==> src/rtl/ifetch_pkg.sv <==
// Shared types and constants for the instruction-fetch stage.
// Optional feature macro: IFETCH_ALIGN_CHECK_EN (misaligned-PC trap to NOP).
package ifetch_pkg;

  typedef enum logic [1:0] {
    IDLE  = 2'd0,
    REQ   = 2'd1,
    VALID = 2'd2
  } state_e;

  localparam logic [31:0] NOP_INSTR = 32'h0000_0013;

  localparam int unsigned MAX_WAIT_DFLT = 15;
  localparam int unsigned WAIT_W        = $clog2(MAX_WAIT_DFLT + 1);

  // Counter width for a given watchdog limit; never below one bit.
  function automatic int unsigned wait_width(input int unsigned max_wait);
    return (max_wait > 0) ? $clog2(max_wait + 1) : 1;
  endfunction

endpackage

==> src/rtl/ifetch_watchdog.sv <==
// Counts request cycles without an acknowledge and flags the abort cycle.
module ifetch_watchdog
  import ifetch_pkg::*;
#(
  parameter int unsigned MAX_WAIT = 15
) (
  input  logic clock,
  input  logic reset,
  input  logic active,
  input  logic ack,
  output logic expire_c
);

  localparam int unsigned CNT_W = wait_width(MAX_WAIT);
  localparam int unsigned LAST  = (MAX_WAIT > 0) ? MAX_WAIT - 1 : 0;
  localparam bit          WD_ON = (MAX_WAIT > 0);

  logic [CNT_W-1:0] wait_cnt_q;
  logic [CNT_W-1:0] wait_cnt_d;

  // Abort when the last allowed cycle passes with no acknowledge.
  always_comb begin
    expire_c   = WD_ON && active && !ack && (wait_cnt_q == CNT_W'(LAST));
    wait_cnt_d = '0;
    if (active && !ack && !expire_c) begin
      wait_cnt_d = wait_cnt_q + CNT_W'(1);
    end
  end

  // Wait counter register; cleared whenever the stage is not waiting.
  always_ff @(posedge clock or negedge reset) begin
    if (!reset) begin
      wait_cnt_q <= '0;
    end else begin
      wait_cnt_q <= wait_cnt_d;
    end
  end

endmodule

==> src/rtl/instr_fetch.sv <==
// Instruction-fetch stage: one memory read per accepted PC, result handed to decode.
// Optional feature macro: IFETCH_ALIGN_CHECK_EN adds instr_misalign and NOP trap.
module instr_fetch
  import ifetch_pkg::*;
#(
  parameter int unsigned ADDR_W   = 32,
  parameter int unsigned INSTR_W  = 32,
  parameter int unsigned MAX_WAIT = 15
) (
  input  logic               clock,
  input  logic               reset,
  input  logic [ADDR_W-1:0]  pc,
  input  logic               pc_valid,
  output logic               fetch_ready,
  input  logic               flush,
  output logic               mem_req,
  output logic [ADDR_W-1:0]  mem_addr,
  input  logic               mem_ack,
  input  logic [INSTR_W-1:0] mem_rdata,
  output logic [INSTR_W-1:0] instr,
  output logic [ADDR_W-1:0]  instr_pc,
  output logic               instr_valid,
  input  logic               instr_ready,
  output logic               fetch_err
`ifdef IFETCH_ALIGN_CHECK_EN
  ,
  output logic               instr_misalign
`endif
);

  state_e             state_q, state_d;
  logic               mem_req_q, mem_req_d;
  logic [ADDR_W-1:0]  mem_addr_q, mem_addr_d;
  logic [INSTR_W-1:0] instr_q, instr_d;
  logic [ADDR_W-1:0]  instr_pc_q, instr_pc_d;
  logic               instr_valid_q, instr_valid_d;
  logic               fetch_err_q, fetch_err_d;
  logic               drop_q, drop_d;
  logic               accept_c;
  logic               misalign_c;
  logic               wd_expire_c;
`ifdef IFETCH_ALIGN_CHECK_EN
  logic               misalign_q, misalign_d;
`endif

  ifetch_watchdog #(
    .MAX_WAIT (MAX_WAIT)
  ) u_watchdog (
    .clock    (clock),
    .reset    (reset),
    .active   (state_q == REQ),
    .ack      (mem_ack),
    .expire_c (wd_expire_c)
  );

  // New PC can be taken from IDLE, or from VALID in the cycle decode drains it.
  always_comb begin
    fetch_ready = !flush && ((state_q == IDLE) || ((state_q == VALID) && instr_ready));
    accept_c    = pc_valid && fetch_ready;
  end

`ifdef IFETCH_ALIGN_CHECK_EN
  // Low PC bits select the NOP trap path.
  always_comb begin
    misalign_c = (pc[1:0] != 2'b00);
  end
`else
  // Low PC bits have no meaning without the alignment check.
  logic unused_pc_lo;
  always_comb begin
    misalign_c   = 1'b0;
    unused_pc_lo = ^pc[1:0];
  end
`endif

  // Next-state and registered-output logic; an accepted PC overrides the drain path.
  always_comb begin
    state_d       = state_q;
    mem_req_d     = mem_req_q;
    mem_addr_d    = mem_addr_q;
    instr_d       = instr_q;
    instr_pc_d    = instr_pc_q;
    instr_valid_d = instr_valid_q;
    fetch_err_d   = 1'b0;
    drop_d        = drop_q;
`ifdef IFETCH_ALIGN_CHECK_EN
    misalign_d    = misalign_q;
`endif

    case (state_q)
      IDLE: begin
      end
      REQ: begin
        if (mem_ack) begin
          mem_req_d = 1'b0;
          drop_d    = 1'b0;
          if (drop_q || flush) begin
            state_d = IDLE;
          end else begin
            instr_d       = mem_rdata;
            instr_valid_d = 1'b1;
            state_d       = VALID;
          end
        end else if (wd_expire_c) begin
          mem_req_d   = 1'b0;
          fetch_err_d = 1'b1;
          drop_d      = 1'b0;
          state_d     = IDLE;
        end else if (flush) begin
          drop_d = 1'b1;
        end
      end
      VALID: begin
        if (flush || instr_ready) begin
          instr_valid_d = 1'b0;
          state_d       = IDLE;
`ifdef IFETCH_ALIGN_CHECK_EN
          misalign_d    = 1'b0;
`endif
        end
      end
      default: begin
        state_d = IDLE;
      end
    endcase

    if (accept_c) begin
      instr_pc_d = pc;
      drop_d     = 1'b0;
      if (misalign_c) begin
        instr_d       = INSTR_W'(NOP_INSTR);
        instr_valid_d = 1'b1;
        state_d       = VALID;
`ifdef IFETCH_ALIGN_CHECK_EN
        misalign_d    = 1'b1;
`endif
      end else begin
        mem_req_d  = 1'b1;
        mem_addr_d = {pc[ADDR_W-1:2], 2'b00};
        state_d    = REQ;
      end
    end
  end

  // State and output registers.
  always_ff @(posedge clock or negedge reset) begin
    if (!reset) begin
      state_q       <= IDLE;
      mem_req_q     <= 1'b0;
      mem_addr_q    <= '0;
      instr_q       <= '0;
      instr_pc_q    <= '0;
      instr_valid_q <= 1'b0;
      fetch_err_q   <= 1'b0;
      drop_q        <= 1'b0;
`ifdef IFETCH_ALIGN_CHECK_EN
      misalign_q    <= 1'b0;
`endif
    end else begin
      state_q       <= state_d;
      mem_req_q     <= mem_req_d;
      mem_addr_q    <= mem_addr_d;
      instr_q       <= instr_d;
      instr_pc_q    <= instr_pc_d;
      instr_valid_q <= instr_valid_d;
      fetch_err_q   <= fetch_err_d;
      drop_q        <= drop_d;
`ifdef IFETCH_ALIGN_CHECK_EN
      misalign_q    <= misalign_d;
`endif
    end
  end

  assign mem_req     = mem_req_q;
  assign mem_addr    = mem_addr_q;
  assign instr       = instr_q;
  assign instr_pc    = instr_pc_q;
  assign instr_valid = instr_valid_q;
  assign fetch_err   = fetch_err_q;
`ifdef IFETCH_ALIGN_CHECK_EN
  assign instr_misalign = misalign_q;
`endif

endmodule
==> config.mk <==
export PLATFORM = sky130hd
export DESIGN_NAME = instr_fetch
export DESIGN_NICKNAME = d
export VERILOG_FILES = /design/src/rtl/ifetch_pkg.sv /design/src/rtl/ifetch_watchdog.sv /design/src/rtl/instr_fetch.sv
export SDC_FILE = /design/constraint.sdc
export NUM_CORES = 1
export LEC_CHECK = 0
export CAP_MARGIN = 5
export CELL_PAD_IN_SITES_DETAIL_PLACEMENT = 2
export CELL_PAD_IN_SITES_GLOBAL_PLACEMENT = 2
export CORE_MARGIN = 3
export CORE_UTILIZATION = 22
export CTS_CLUSTER_DIAMETER = 200
export DETAILED_ROUTE_END_ITERATION = 8
export PLACE_DENSITY = 0.84
export RECOVER_POWER = 100
export SKIP_LAST_GASP = 1
export SLEW_MARGIN = 20
export SYNTH_ARGS = -nofsm -noshare
export SYNTH_HDL_FRONTEND = slang
export SYNTH_SLANG_ARGS = --single-unit
==> constraint.sdc <==
create_clock -name clock -period 1.3 [get_ports clock]
set_input_delay 0.13 -clock clock [delete_from_list [all_inputs] [get_ports clock]]
set_output_delay 0.13 -clock clock [all_outputs]
set_load 0.02 [all_outputs]
==> metrics.md, run 1 <==
| Metric | Value |
|---|---|
| Routed Wire Length | `10400 um` |
| First-pass GRT wire length | `~15000 um` |
| Io pins | `170` |
| Fraction of layout cells with a size suffix above 1 | `30.8%` |
| CTS buffer count | `9` |
| Synth cell count leaders | `dfrtp_1, mux2_2, buf_4` |
| Crit path DAT | `1.65 ns` |
| Ant diodes | `0` |
| Clk pin slew, worst setup/hold paths | `0.06 ns` |
| Tightest Pin Transition | `0.518 ns` |
| Layout Nets | `449` |
| Slowest cell on crit path | `dfrtp_2` |
| CP required | `about 1.5 ns` |
| H-tree lvl count | `3` |
| Setup-failing EPs final | `67` |
| GP Congestion | `around 0.81` |
| Core Area | `0.0140 mm2` |
| Post-layout minimum cycle time | `1.44 ns` |
| Crit path largest cell delay | `0.44 ns` |
| Unique masters post-synth | `25` |
| Violations in the final reports | `setup timing` |
| Critical setup path kind | `reg -> reg` |
| GRT Resource Usage Total | `between 10% and 20%` |
| Post-route ant nets | `0` |
| Initial DRC Count | `32` |
| Pwr dens | `between 1500 and 2000 mW/mm2` |
| YS warnings | `0` |
| Worst flop-to-flop path startpoint | `state_q[0]` |
| GR Overflow Total | `0` |
| Clock root buffer | `clkbuf_16` |
| Layout area overhead | `65.7%` |
| Port Buffers | `between 150 and 200` |
| Leading area contributor after synthesis | `dfrtp_1` |
| Asr flop ratio synth | `100%` |
| CTS Buffer Depth | `2` |
| Residual DRC | `0` |
| Number of synthesized flops with an enable pin | `0` |
| Vert. Die Dim | `126 um` |
| Overall die width | `126 um` |
| Top cell type's share of synthesized area | `58.0%` |
| Filler instances | `1454` |
| Wirelength per Cell | `about 19 um` |
| Main synth FF type | `dfrtp_1` |
| Final WS setup | `-0.135 ns` |
| Syn_area_per_cell | `15.2 um2` |
| Max-cap violations | `0` |
| Max-slew headroom | `about 65%` |
| Flop and latch count out of synthesis | `74` |
| Power Total | `around 10 mW` |
| Fin crit share | `110%` |
| CP Launch Type | `register` |
| TritonRoute pass-1 iters | `3` |
| Clock latency on the worst-skew pair | `0.33 ns` |
| Peak Freq | `between 600 and 700 MHz` |
| Initial Util | `~23%` |
| Crit path cell chain | `nor2_4 -> buf_6 -> nand3_4 -> clkbuf_16 -> mux2_2` |
| Slew Viols, Final | `0` |
| Worst VDD drop | `0.000685 V` |
| Crit path launch | `state_q[0]` |
| Register area share after synthesis | `58.0%` |
| Placed Cells | `between 500 and 600` |
| Placed wire-length estimate | `7370 um` |
| RSZ-0062 raised after global routing | `yes` |
| Clock skew | `0.00534 ns` |
| Vias in the first global route | `2625` |
| Run status | `finished with violations` |
| Cell with the most instances after synthesis | `dfrtp_1` |
| Vias | `around 2300` |
| Die ar. | `0.0160 mm2` |
| Initial antenna violation count | `0` |
| Std-Cell Rows | `43` |
| Main area contributors after synthesis | `dfrtp_1, mux2_4, mux2_2` |
| Vias per Instance | `between 4 and 5` |
| Leak | `about 2.5 nW` |
| Cells after synthesis | `210` |
| Cell Area, Synth | `about 0.0032 mm2` |
| # clock sinks | `74` |
| Hold crit path type | `in -> async` |
| Non-Filler Instances | `560` |
| Crit Path Max Fanout | `7` |
| Hold slack | `0.316 ns` |
| CTS tree | `built` |
| CP endpoint kind | `register` |
| Final hold violations | `0` |
| Largest net degree at the start of global routing | `40` |
==> layout by cell type, fill, tap and decap left out, types with 2 or more instances in the layout <==
cell type / instances
buf_12: 2
buf_4: 13
buf_6: 5
buf_8: 2
clkbuf_16: 10
clkdlybuf4s50_1: 68
clkinv_2: 2
conb_1: 2
dfrtp_1: 73
dlygate4sd2_1: 97
inv_1: 2
mux2_2: 32
mux2_4: 32
nand2_1: 2
nand3_1: 2
nand3_4: 2
nor2_1: 5
nor2_4: 2
==> power breakdown <==
group	total [mW]	switching (mW)	internal (mW)
Clock	2.22	0.908	1.31
Combinational	4.25	2.18	2.07
Sequential	3.57	0.494	3.08
==> layer usage <==
metal	vias to the layer above	wire, um	track usage (%)
met2	133	4850	20.7
met4	0	175	5.30
met1	1150	4530	15.2
met3	12	813	3.83
li1	1019	-	-
met5	-	0	0
==> kinds of logic after synthesis <==
| group | after synthesis | share of synthesized area, % |
|---|---|---|
| AND/OR/NAND/NOR | 21 | 3.72 |
| other | 1 | 0.117 |
| XOR/XNOR | 2 | 0.548 |
| AO/OA/AOI/OAI | 6 | 1.14 |
| buffers and inverters | 40 | 9.87 |
| multiplexers | 64 | 25.9 |
| adder cells (fa/ha/maj) | 2 | 0.783 |
| flip-flops | 74 | 58.0 |
==> registers in the layout, summed over array words and instances, names as in the netlist <==
register               count
instr                     32
u_watchdog.wait_cnt_q      4
state_q                    2
instr_valid                1
mem_req                    1
drop_q                     1
fetch_err                  1
instr_pc                  31
mem_addr                   1
==> worst paths after layout <==
check | cells past startpoint | slack [ns] | endpoint
worst max-delay path | 5 | -0.14 | instr_pc[21]
worst min-delay path | 2 | 0.32 | instr_pc[29]
worst max register to register | 5 | -0.14 | instr_pc[21]
worst min register to register | 1 | 0.50 | instr[8]
max in group asynchronous | 3 | 0.22 | state_q[0]
min in group clock | 2 | 0.41 | instr_pc[25]
==> critical path, delay by kind of cell, from the launching register on <==
| kind | cells | cell delay (ns) |
|---|---|---|
| multiplexers | 1 | 0.28 |
| flip-flops | 1 | 0.44 |
| AND/OR/NAND/NOR | 2 | 0.26 |
| buffers and inverters | 2 | 0.33 |
==> through the flow <==
stage          setup TNS (ns)  utilization (%)  instance area (um2)  setup slack [ns]
4_1_cts                 -8.40             36.9                 5180            -0.201
2_1_floorplan          -0.695                -                 3210           -0.0263
5_1_grt                -10.15             37.7                 5290            -0.193
3_3_place_gp           -18.73             35.1                 4930            -0.344
6_report                -7.05             37.7                 5290            -0.135
3_5_place_dp           -22.54             35.1                 4930            -0.411
==> area by class of cell <==
cell class              count  area (um2)  area share [%]
clock inverters             3        17.5           0.331
flip-flops and latches     74        1850            35.0
well taps                 180         225            4.26
clock buffers              11         243            4.59
repair buffers            193        1830            34.7
multi-input cells          97        1110            21.0
inverters                   2        7.51           0.142
==> timing repair <==
action / CTS / global route
hold buffers: 1 / 0
endpoints found under the hold margin: 57 / 0
gates resized for setup: 104 / 28
setup endpoints to repair: 169 / 73
pin swaps: 0 / 1
buffers inserted: 4 / 6
gates cloned: 2 / 2
Note: power is estimated with default switching activity, not from simulation.
==> inputs of run 2 (changes only) <==
==> constraint.sdc (replaced) <==
create_clock -name clock -period 1.3 [get_ports clock]
set_input_delay 0.26 -clock clock [delete_from_list [all_inputs] [get_ports clock]]
set_output_delay 0.26 -clock clock [all_outputs]
set_load 0.02 [all_outputs]
==> run 2 against run 1 <==
- the flow still finishes with violations (setup timing)
- sequential power is 1% higher
- power increased by 8.9%
- first-iteration DRC count is 53% higher
- critical path type unchanged
- highest routed layer unchanged
==> metrics.md, run 2 (synthesized netlist as in run 1, its figures left out) <==
| Metric | Value |
|---|---|
| Clock root buffer | `clkbuf_16` |
| Routed Wire Length | `10800 um (+4.3%)` |
| Layout Nets | `455 (+1.3%)` |
| Crit path DAT | `1.77 ns (+0.12 ns)` |
| Final WS setup | `-0.257 ns (-0.122 ns)` |
| Initial antenna violation count | `0 (unchanged)` |
| RSZ-0062 raised after global routing | `yes` |
| Tightest Pin Transition | `0.554 ns (+0.0357 ns)` |
| Vert. Die Dim | `126 um (unchanged)` |
| Post-layout minimum cycle time | `1.56 ns (+0.122 ns)` |
| Hold crit path type | `in -> reg` |
| Clock skew | `0.00472 ns (-0.000621 ns)` |
| Io pins | `170 (unchanged)` |
| Die ar. | `0.0160 mm2 (unchanged)` |
| GP Congestion | `0.756 (-6.4%)` |
| Crit path cell chain | `and2b_2 -> nand3_4 -> buf_12 -> mux2_4` |
| Port Buffers | `167 (unchanged)` |
| Overall die width | `126 um (unchanged)` |
| Vias | `2335 (+0.91%)` |
| CP endpoint kind | `register` |
| Setup-failing EPs final | `68 (+1.5%)` |
| GR Overflow Total | `0 (unchanged)` |
| Met3 Track Usage GR | `3.96% (+0.13 points)` |
| Initial Util | `22.7% (unchanged)` |
| Worst VDD drop | `0.000827 V (+21%)` |
| Crit Path Max Fanout | `7 (unchanged)` |
| Slew Viols, Final | `0 (unchanged)` |
| CP Launch Type | `register` |
| Layout area overhead | `70.2%` |
| Worst slack at placement | `-0.594 ns (-0.183 ns)` |
| Pwr dens | `2010 mW/mm2 (+6.0%)` |
| Violations in the final reports | `setup timing` |
| Placed Cells | `534 (unchanged)` |
| Slowest cell on crit path | `dfrtp_1` |
| Max-cap violations | `0 (unchanged)` |
| Max-slew headroom | `63.1% (-2.4 points)` |
| Most frequent cells in the layout | `dfrtp_1, clkdlybuf4s50_1, clkdlybuf4s15_2` |
| CP top delay family | `simple AND/OR/NAND/NOR gates` |
| Busiest grt layer | `met2` |
| Placed Area | `0.00492 mm2 (about the same)` |
| Crit path largest cell delay | `0.44 ns (about the same)` |
| Initial DRC Count | `49 (+53%)` |
| Vias in the first global route | `2735 (+4.2%)` |
| Post-route ant nets | `0 (unchanged)` |
| Placed wire-length estimate | `7370 um (about the same)` |
| Non-Filler Instances | `568 (+1.4%)` |
| Global Route met2 Usage | `22.4% (+1.7 points)` |
| GRT Resource Usage Total | `13.3% (+0.74 points)` |
| Met1 usage | `16.2% (+1.0 points)` |
| First-pass GRT wire length | `16200 um (+6.0%)` |
| CTS tree | `built` |
| H-tree lvl count | `3 (unchanged)` |
| Vias per Instance | `4.11 (-0.51%)` |
| Clk pin slew, worst setup/hold paths | `0.06 ns (about the same)` |
| Ant diodes | `0 (unchanged)` |
| Post-route cell area | `0.00544 mm2 (+2.7%)` |
| Max FFs per register | `32 (unchanged)` |
| Wirelength per Cell | `19.1 um (+2.8%)` |
| Residual DRC | `0 (unchanged)` |
| Std-Cell Rows | `43 (unchanged)` |
| CTS Buffer Depth | `2 (unchanged)` |
| Most common cell after layout, fill and taps aside | `dfrtp_1` |
| TritonRoute pass-1 iters | `4 (+1)` |
| Fin crit share | `120% (+9.4 points)` |
| Largest net degree at the start of global routing | `39 (-2.5%)` |
| Core Area | `0.0140 mm2 (unchanged)` |
| Critical setup path kind | `reg -> reg` |
| Leak | `2.51 nW (-0.58%)` |
| # clock sinks | `74 (unchanged)` |
| Peak Freq | `642 MHz (-7.8%)` |
| CTS buffer count | `9 (unchanged)` |
| Fraction of layout cells with a size suffix above 1 | `52.1% (+21 points)` |
| CP required | `1.51 ns (about the same)` |
| Final hold violations | `0 (unchanged)` |
| Critical path buffers and inverters | `1 (-1)` |
| Run status | `finished with violations` |
| Clock latency on the worst-skew pair | `0.33 ns (about the same)` |
| Reg2Reg Setup Slack | `-0.26 ns (-0.12 ns)` |
[run 2: cell types whose count changed in the layout (fill, tap and decap cells not counted), moves of 3 or more]
| cell | delta |
|---|---|
| bufinv_16 | +3 |
| buf_16 | +3 |
| clkdlybuf4s15_1 | +7 |
| clkdlybuf4s15_2 | +39 |
| clkbuf_1 | +15 |
| clkbuf_2 | +18 |
| dlygate4sd2_1 | -97 |
| buf_2 | +15 |
[run 2: per-layer routing]
layer	up-vias	wire length, um	share of wire [%]
met1	1165	4360	40
met2	132	5440	50
met4	0	155	1.4
li1	1027	-	-
met5	-	0	0
met3	11	863	8.0
[run 2: worst register-to-register path, stage by stage (launching register included)]
cell	delay, ns
dfrtp_1	0.44
and2b_2	0.28
nand3_4	0.19
buf_12	0.22
mux2_4	0.31
[run 2: cell type report]
| cell class | count | area, um2 |
|---|---|---|
| Tap cell | 180 | 225 |
| Clock buffer | 11 | 253 |
| Sequential cell | 74 | 1850 |
| Multi-Input combinational cell | 97 | 1130 |
| Clock inverter | 5 | 100 |
| Fill cell | 1460 | 8610 |
| Inverter | 2 | 7.51 |
| Timing Repair Buffer | 199 | 1870 |
[run 2: what timing repair did]
action | in CTS | in global routing
hold endpoints to repair | 8 | 0
gates cloned | 4 | 2
hold buffers | 1 | 0
pin swaps | 3 | 5
gates resized for setup | 275 | 65
endpoints found under the setup margin | 169 | 122
setup buffers | 4 | 10
[run 2: final timing paths]
path / cells past startpoint / endpoint / from
max in group asynchronous: 3 / state_q[1] / reset
min reg2reg: 1 / instr[12] / instr[12]
max reg2reg: 4 / instr[11] / state_q[1]
min: 4 / state_q[1] / instr_ready
min in group asynchronous: 3 / instr_pc[26] / reset
max: 4 / instr[11] / state_q[1]
[run 2: power by group]
group | internal (mW) | switching [mW]
clock | 1.97 | 0.979
sequential | 3.08 | 0.541
combinational | 2.14 | 2.22
total | 7.19 | 3.74
[run 2: stage by stage]
step | power [mW] | utilization, % | setup TNS, ns | hold slack (ns)
floorplan | 6.18 | - | -0.695 | -0.0356
global placement | 8.38 | 35.1 | -31.38 | 0.342
detailed placement | 8.57 | 35.1 | -34.89 | 0.358
CTS | 11.4 | 39.7 | -14.15 | 0.510
global route | 11.5 | 38.7 | -18.46 | 0.431
finish | 10.9 | 38.7 | -14.53 | 0.395
